--- src/rtl/unidade_busca_pkg.sv ---
// Shared CPU definitions: opcodes, instruction field positions and fetch FSM states.
package pacote_cpu;

    localparam logic [3:0] OP_ADD = 4'b0000;
    localparam logic [3:0] OP_SUB = 4'b0001;
    localparam logic [3:0] OP_LDA = 4'b0010;
    localparam logic [3:0] OP_STA = 4'b0011;
    localparam logic [3:0] OP_LDB = 4'b0100;
    localparam logic [3:0] OP_STB = 4'b0101;
    localparam logic [3:0] OP_LDC = 4'b0110;
    localparam logic [3:0] OP_JMP = 4'b0111;
    localparam logic [3:0] OP_AND = 4'b1000;
    localparam logic [3:0] OP_OR  = 4'b1001;
    localparam logic [3:0] OP_BEQ = 4'b1010;

    localparam int unsigned OPC_MSB = 7;
    localparam int unsigned OPC_LSB = 4;
    localparam int unsigned OPR_MSB = 3;
    localparam int unsigned OPR_LSB = 0;

    typedef enum logic [1:0] {
        StBusca      = 2'd0,
        StDecodifica = 2'd1,
        StExecuta    = 2'd2,
        StParado     = 2'd3
    } estado_t;

endpackage

--- src/rtl/unidade_busca_if.sv ---
// ROM bus, datapath handshake, datapath flags and status of the fetch unit.
interface unidade_busca_if;

    logic       habilita;
    logic [7:0] endereco_rom;
    logic [7:0] instrucao_rom;
    logic [3:0] opcode;
    logic [3:0] operando;
    logic       exec_valido;
    logic       exec_pronto;
    logic       flag_a_zero;
    logic       flag_b_zero;
    logic       flag_a_igual_b;
    logic [7:0] pc;
    logic       parado;

    // Fetch unit side
    modport master (
        input  habilita, instrucao_rom, exec_pronto,
        input  flag_a_zero, flag_b_zero, flag_a_igual_b,
        output endereco_rom, opcode, operando, exec_valido, pc, parado
    );

    // ROM / datapath / control side
    modport slave (
        output habilita, instrucao_rom, exec_pronto,
        output flag_a_zero, flag_b_zero, flag_a_igual_b,
        input  endereco_rom, opcode, operando, exec_valido, pc, parado
    );

endinterface

--- src/rtl/unidade_busca_avaliador_desvio.sv ---
// Classifies an opcode as branch / undefined and resolves the branch condition.
module avaliador_desvio
    import pacote_cpu::*;
(
    input  logic [3:0] i_opcode,
    input  logic       i_flag_a_zero,
    input  logic       i_flag_b_zero,
    input  logic       i_flag_a_igual_b,
    output logic       o_eh_desvio,
    output logic       o_desvio_tomado,
    output logic       o_eh_invalido
);

    // Opcode classification; 1011-1111 fall through to undefined
    always_comb begin
        o_eh_desvio     = 1'b0;
        o_desvio_tomado = 1'b0;
        o_eh_invalido   = 1'b0;
        case (i_opcode)
            OP_JMP: begin
                o_eh_desvio     = 1'b1;
                o_desvio_tomado = i_flag_a_zero && i_flag_b_zero;
            end
            OP_BEQ: begin
                o_eh_desvio     = 1'b1;
                o_desvio_tomado = i_flag_a_igual_b;
            end
            OP_ADD, OP_SUB, OP_LDA, OP_STA, OP_LDB,
            OP_STB, OP_LDC, OP_AND, OP_OR: begin
                o_eh_desvio = 1'b0;
            end
            default: o_eh_invalido = 1'b1;
        endcase
    end

endmodule

--- src/rtl/unidade_busca.sv ---
// Fetch/decode controller: drives ROM address from pc, latches IR, resolves
// branches locally and offers the remaining instructions to the datapath.
module unidade_busca
    import pacote_cpu::*;
#(
    parameter logic [7:0] PC_RESET = 8'h00
) (
    input  logic            clk,
    input  logic            rst_n,
    unidade_busca_if.master bus
);

    estado_t    r_estado;
    logic [7:0] r_pc;
    logic [7:0] r_ir;
    logic       r_exec_valido;
    logic       r_parado;

    logic       w_eh_desvio;
    logic       w_desvio_tomado;
    logic       w_eh_invalido;

    avaliador_desvio u_avaliador_desvio (
        .i_opcode         (r_ir[OPC_MSB:OPC_LSB]),
        .i_flag_a_zero    (bus.flag_a_zero),
        .i_flag_b_zero    (bus.flag_b_zero),
        .i_flag_a_igual_b (bus.flag_a_igual_b),
        .o_eh_desvio      (w_eh_desvio),
        .o_desvio_tomado  (w_desvio_tomado),
        .o_eh_invalido    (w_eh_invalido)
    );

    // Fetch FSM with pc, IR and registered status outputs
    always_ff @(posedge clk or negedge rst_n) begin
        if (!rst_n) begin
            r_estado      <= StBusca;
            r_pc          <= PC_RESET;
            r_ir          <= 8'h00;
            r_exec_valido <= 1'b0;
            r_parado      <= 1'b0;
        end else begin
            case (r_estado)
                StBusca: begin
                    if (bus.habilita) begin
                        r_ir     <= bus.instrucao_rom;
                        r_estado <= StDecodifica;
                    end
                end
                StDecodifica: begin
                    if (w_eh_invalido) begin
                        // pc is left pointing at the offending instruction
                        r_parado <= 1'b1;
                        r_estado <= StParado;
                    end else if (w_eh_desvio) begin
                        r_pc     <= w_desvio_tomado ? {4'b0000, r_ir[OPR_MSB:OPR_LSB]}
                                                    : r_pc + 8'd1;
                        r_estado <= StBusca;
                    end else begin
                        r_exec_valido <= 1'b1;
                        r_estado      <= StExecuta;
                    end
                end
                StExecuta: begin
                    if (bus.exec_pronto) begin
                        r_pc          <= r_pc + 8'd1;
                        r_exec_valido <= 1'b0;
                        r_estado      <= StBusca;
                    end
                end
                StParado: begin
                    r_estado <= StParado;
                end
                default: r_estado <= StParado;
            endcase
        end
    end

    assign bus.endereco_rom = r_pc;
    assign bus.pc           = r_pc;
    assign bus.opcode       = r_ir[OPC_MSB:OPC_LSB];
    assign bus.operando     = r_ir[OPR_MSB:OPR_LSB];
    assign bus.exec_valido  = r_exec_valido;
    assign bus.parado       = r_parado;

endmodule
--- src/flat_wrapper.sv ---
// flat-port wrapper written by rule: the top's interface ports become plain ports
module unidade_busca_flat import pacote_cpu::*;
#(
    parameter logic [7:0] PC_RESET = 8'h00
)
  (clk, rst_n, bus_habilita, bus_instrucao_rom, bus_exec_pronto, bus_flag_a_zero, bus_flag_b_zero, bus_flag_a_igual_b, bus_endereco_rom, bus_opcode, bus_operando, bus_exec_valido, bus_pc, bus_parado);
  unidade_busca_if bus_i ();
  input  logic clk;
  input  logic rst_n;
  input wire logic [$bits(bus_i.habilita)-1:0] bus_habilita;
  input wire logic [$bits(bus_i.instrucao_rom)-1:0] bus_instrucao_rom;
  input wire logic [$bits(bus_i.exec_pronto)-1:0] bus_exec_pronto;
  input wire logic [$bits(bus_i.flag_a_zero)-1:0] bus_flag_a_zero;
  input wire logic [$bits(bus_i.flag_b_zero)-1:0] bus_flag_b_zero;
  input wire logic [$bits(bus_i.flag_a_igual_b)-1:0] bus_flag_a_igual_b;
  output wire logic [$bits(bus_i.endereco_rom)-1:0] bus_endereco_rom;
  output wire logic [$bits(bus_i.opcode)-1:0] bus_opcode;
  output wire logic [$bits(bus_i.operando)-1:0] bus_operando;
  output wire logic [$bits(bus_i.exec_valido)-1:0] bus_exec_valido;
  output wire logic [$bits(bus_i.pc)-1:0] bus_pc;
  output wire logic [$bits(bus_i.parado)-1:0] bus_parado;
  assign bus_i.habilita = bus_habilita;
  assign bus_i.instrucao_rom = bus_instrucao_rom;
  assign bus_i.exec_pronto = bus_exec_pronto;
  assign bus_i.flag_a_zero = bus_flag_a_zero;
  assign bus_i.flag_b_zero = bus_flag_b_zero;
  assign bus_i.flag_a_igual_b = bus_flag_a_igual_b;
  assign bus_endereco_rom = bus_i.endereco_rom;
  assign bus_opcode = bus_i.opcode;
  assign bus_operando = bus_i.operando;
  assign bus_exec_valido = bus_i.exec_valido;
  assign bus_pc = bus_i.pc;
  assign bus_parado = bus_i.parado;
  unidade_busca #(.PC_RESET(PC_RESET)) u_core (.clk(clk), .rst_n(rst_n), .bus(bus_i));
endmodule
--- config.mk ---
export PLATFORM = sky130hd
export DESIGN_NAME = unidade_busca_flat
export DESIGN_NICKNAME = d
export VERILOG_FILES = /design/src/rtl/unidade_busca_pkg.sv /design/src/rtl/unidade_busca_if.sv /design/src/rtl/unidade_busca_avaliador_desvio.sv /design/src/rtl/unidade_busca.sv /design/src/flat_wrapper.sv
export SDC_FILE = /design/constraint.sdc
export NUM_CORES = 1
export LEC_CHECK = 0
export ABC_CLOCK_PERIOD_IN_PS = 1740
export BUFFER_PORTS_ARGS = -buffer_cell sky130_fd_sc_hd__clkbuf_2
export CAP_MARGIN = 20
export CORE_UTILIZATION = 31
export DETAILED_ROUTE_END_ITERATION = 10
export PLACE_DENSITY_LB_ADDON = 0.2
export SETUP_SLACK_MARGIN = 0.02
export SLEW_MARGIN = 20
export SYNTH_ARGS = -nofsm -noshare
export SYNTH_HDL_FRONTEND = slang
export SYNTH_SLANG_ARGS = --single-unit
export TNS_END_PERCENT = 10
--- constraint.sdc ---
create_clock -name clk -period 1.74 [get_ports clk]
set_clock_uncertainty 0.15 [all_clocks]
set_input_delay 0.348 -clock clk [delete_from_list [all_inputs] [get_ports clk]]
set_output_delay 0.348 -clock clk [all_outputs]
set_load 0.01 [all_outputs]
==> out/qor.yml <==
status: "finished, final reports clean"
dr.first_iter.drc_count: 31
cp_cell_sequence: "and4b_1 > a31o_2 > a22oi_2 > buf_4 > a21oi_1 > mux2i_1"
ir_drop_v: 0.000617
setup_viol: 0
drc: 0
syn_inst: 102
ys_top_cells_by_count: "dfrtp_1, buf_4, mux2_2"
clock_sinks: 20
critPathKind: "reg2reg"
clock_path_buffers: 2
hold_class: "in2reg"
synth_edf_count: 0
worstSkewPairLatency_ns: 0.30
yosys_most_used_dff: "dfrtp_1"
fmax_ghz: 0.577
worst-r2r-setup-slack_ns: 0.007
insertedDiodeCount: 0
crit_fanout: 6
synth_area_per_cell_um2: 10.5
num_rows: 20
yosys.area.top_type_share_pct: 46.9
cp_top_family: "compound AO/OA/AOI/OAI gates"
grt_pass1_wl_um: 3610
clk_pin_slew_ns: 0.11
reg2regPathDepth: 6
crit_path_max_incr_delay_ns: 0.44
htreeDepth: 1
ys_warn_count: 0
fin_crit_sh_pct: 99.6
core_um2: 3150
arrival_ns: 1.82
crit_start: "u_core.r_ir[4]"
drv_slew: 0
finalHoldViolCount: 0
routedWlPerCell_um: 12.0
vias_per_cell: 4.85
overflow: 0
die_h_um: 60.6
r2r_start: "u_core.r_ir[4]"
max_slew.worst_pin.slew_ns: 0.520
area_growth_pct: 32.3
cts_root_buffer: "clkbuf_4"
critPathCapture: "u_core.bus.endereco_rom[0]"
placed_area_um2: 1320
yosys_register_bits: 20
synth_cell_types: 36
maxSlewHeadroom_pct: 65.3
die_w_um: 60.6
fin_nets: 167
synth_top_area_cell: "dfrtp_1"
critPathBufInv: 1
synth.area.top_cells: "dfrtp_1, mux2_2, buf_4"
cts_made_buffers: 3
dp_hpwl_um: 1790
critical_path_required_ns: 1.83
syn_nets: 118
vias: 940
antenna_found_initial: 0
start_kind: "flip-flop"
cp-end-kind: "flip-flop"
r2r_end: "u_core.bus.endereco_rom[0]"
io_pins: 41
start_util_pct: 33.8
final_area_um2: 1410
grt_usage_pct: 13.7
drive_gt1_share_pct: 50.0
drt_wl_total_um: 2330
io_buffers: 40
slowest_stage: "dfrtp_1"
synthArstFlopShare_pct: 100
period_needed_ns: 1.73
gp_congestion: 0.780
drtAntennaViolNets: 0
p_per_area_nw_per_um2: 1710
cts_tree: "done"
syn_area_um2: 1070
rsz0062_at_grt: "yes"
fin_hold_ws_ns: 0.117
path_depth: 6
die_area_um2: 3680
cap_violations: 0
grt_max_degree: 21
drtPass1Iterations: 4
p_leak_nw: 0.710
yosysSeqAreaShare_pct: 46.9
grt_pass1_vias: 839
yosysMostFrequentCell: "dfrtp_1"
[what timing repair did]
action | in CTS | in global routing
gates cloned | 0 | 0
endpoints found under the hold margin | 20 | 0
resized for setup | 0 | 5
buffers inserted | 3 | 1
setup endpoints to repair | 4 | 8
pin swaps | 1 | 1
hold buffers | 1 | 0
[metrics by stage]
step / TNS, ns / cells / total power [mW] / util [%] / setup slack (ns)
2_1_floorplan: 0 / 102 / 1.63 / - / 0.0478
3_3_place_gp: 0 / 185 / 2.05 / 41.9 / 0.0136
3_5_place_dp: 0 / 185 / 2.07 / 41.9 / 0.00224
4_1_cts: 0 / 193 / 2.39 / 44.0 / 0.00159
5_1_grt: -0.301 / 194 / 2.61 / 44.7 / -0.0735
6_report: 0 / 194 / 2.41 / 44.7 / 0.00667
[metal layers]
layer	GRT usage, %	vias up	part of all wire, %
met5	0	-	0
met4	8.77	0	2.2
met3	2.77	5	5.1
met2	22.0	31	46
met1	17.0	447	47
li1	-	457	-
[power breakdown]
| part | total, mW | switching [mW] | internal [mW] |
|---|---|---|---|
| clock | 0.271 | 0.143 | 0.128 |
| combinational | 1.24 | 0.595 | 0.640 |
| sequential | 0.907 | 0.232 | 0.675 |
| total | 2.41 | 0.970 | 1.44 |
[worst min path at each step]
stage                          from  slack (ns)                          to  cells past startpoint
2_1_floorplan                 rst_n        -0.1  u_core.bus.endereco_rom[0]                      0
3_3_place_gp                  rst_n        0.19  u_core.bus.endereco_rom[2]                      1
3_5_place_dp                  rst_n        0.19  u_core.bus.endereco_rom[2]                      1
4_1_cts        bus_instrucao_rom[2]        0.11              u_core.r_ir[2]                      2
5_1_grt        bus_instrucao_rom[2]        0.09              u_core.r_ir[2]                      2
6_report       bus_instrucao_rom[2]        0.12              u_core.r_ir[2]                      2
[layout by cell type (no fill, tap or decap), drive strengths merged, types with 2 or more instances in the layout]
cell,synthesis,final
a21o,2,2
a21oi,6,6
a22oi,3,3
a31oi,2,2
and3,2,2
buf,8,13
clkbuf,2,44
dfrtp,20,20
inv,5,5
mux2,8,8
mux2i,4,4
nand2,5,5
nand3,4,4
nor2,4,4
nor2b,2,2
o21ai,8,8
[state kept, by name, indices dropped and copies added (netlist names)]
signal and count:
u_core.bus.endereco_rom 8, u_core.r_estado 2, u_core.r_ir 8, u_core.bus.exec_valido 1
u_core.bus.parado 1
[area by class of cell]
cell class / count / area (um2)
inverter: 5 / 18.8
fill: 331 / 1740
sequential: 20 / 502
multi-input combinational: 67 / 490
tap: 44 / 55.1
timing repair buffer: 54 / 308
clock buffer: 4 / 36.3
[logic make-up (layout without fill, tap and decap cells)]
kind of cell             count (synthesis)  in the layout  share of synthesized area (%)
AND/OR/NAND/NOR                         28             28                           15.6
AO/OA/AOI/OAI                           26             26                           15.7
flip-flops                              20             20                           46.9
buffers and inverters                   15             63                           8.33
multiplexers                            12             12                           12.2
adder cells (fa/ha/maj)                  1              1                           1.17
Note: power is estimated with default switching activity, not from simulation.
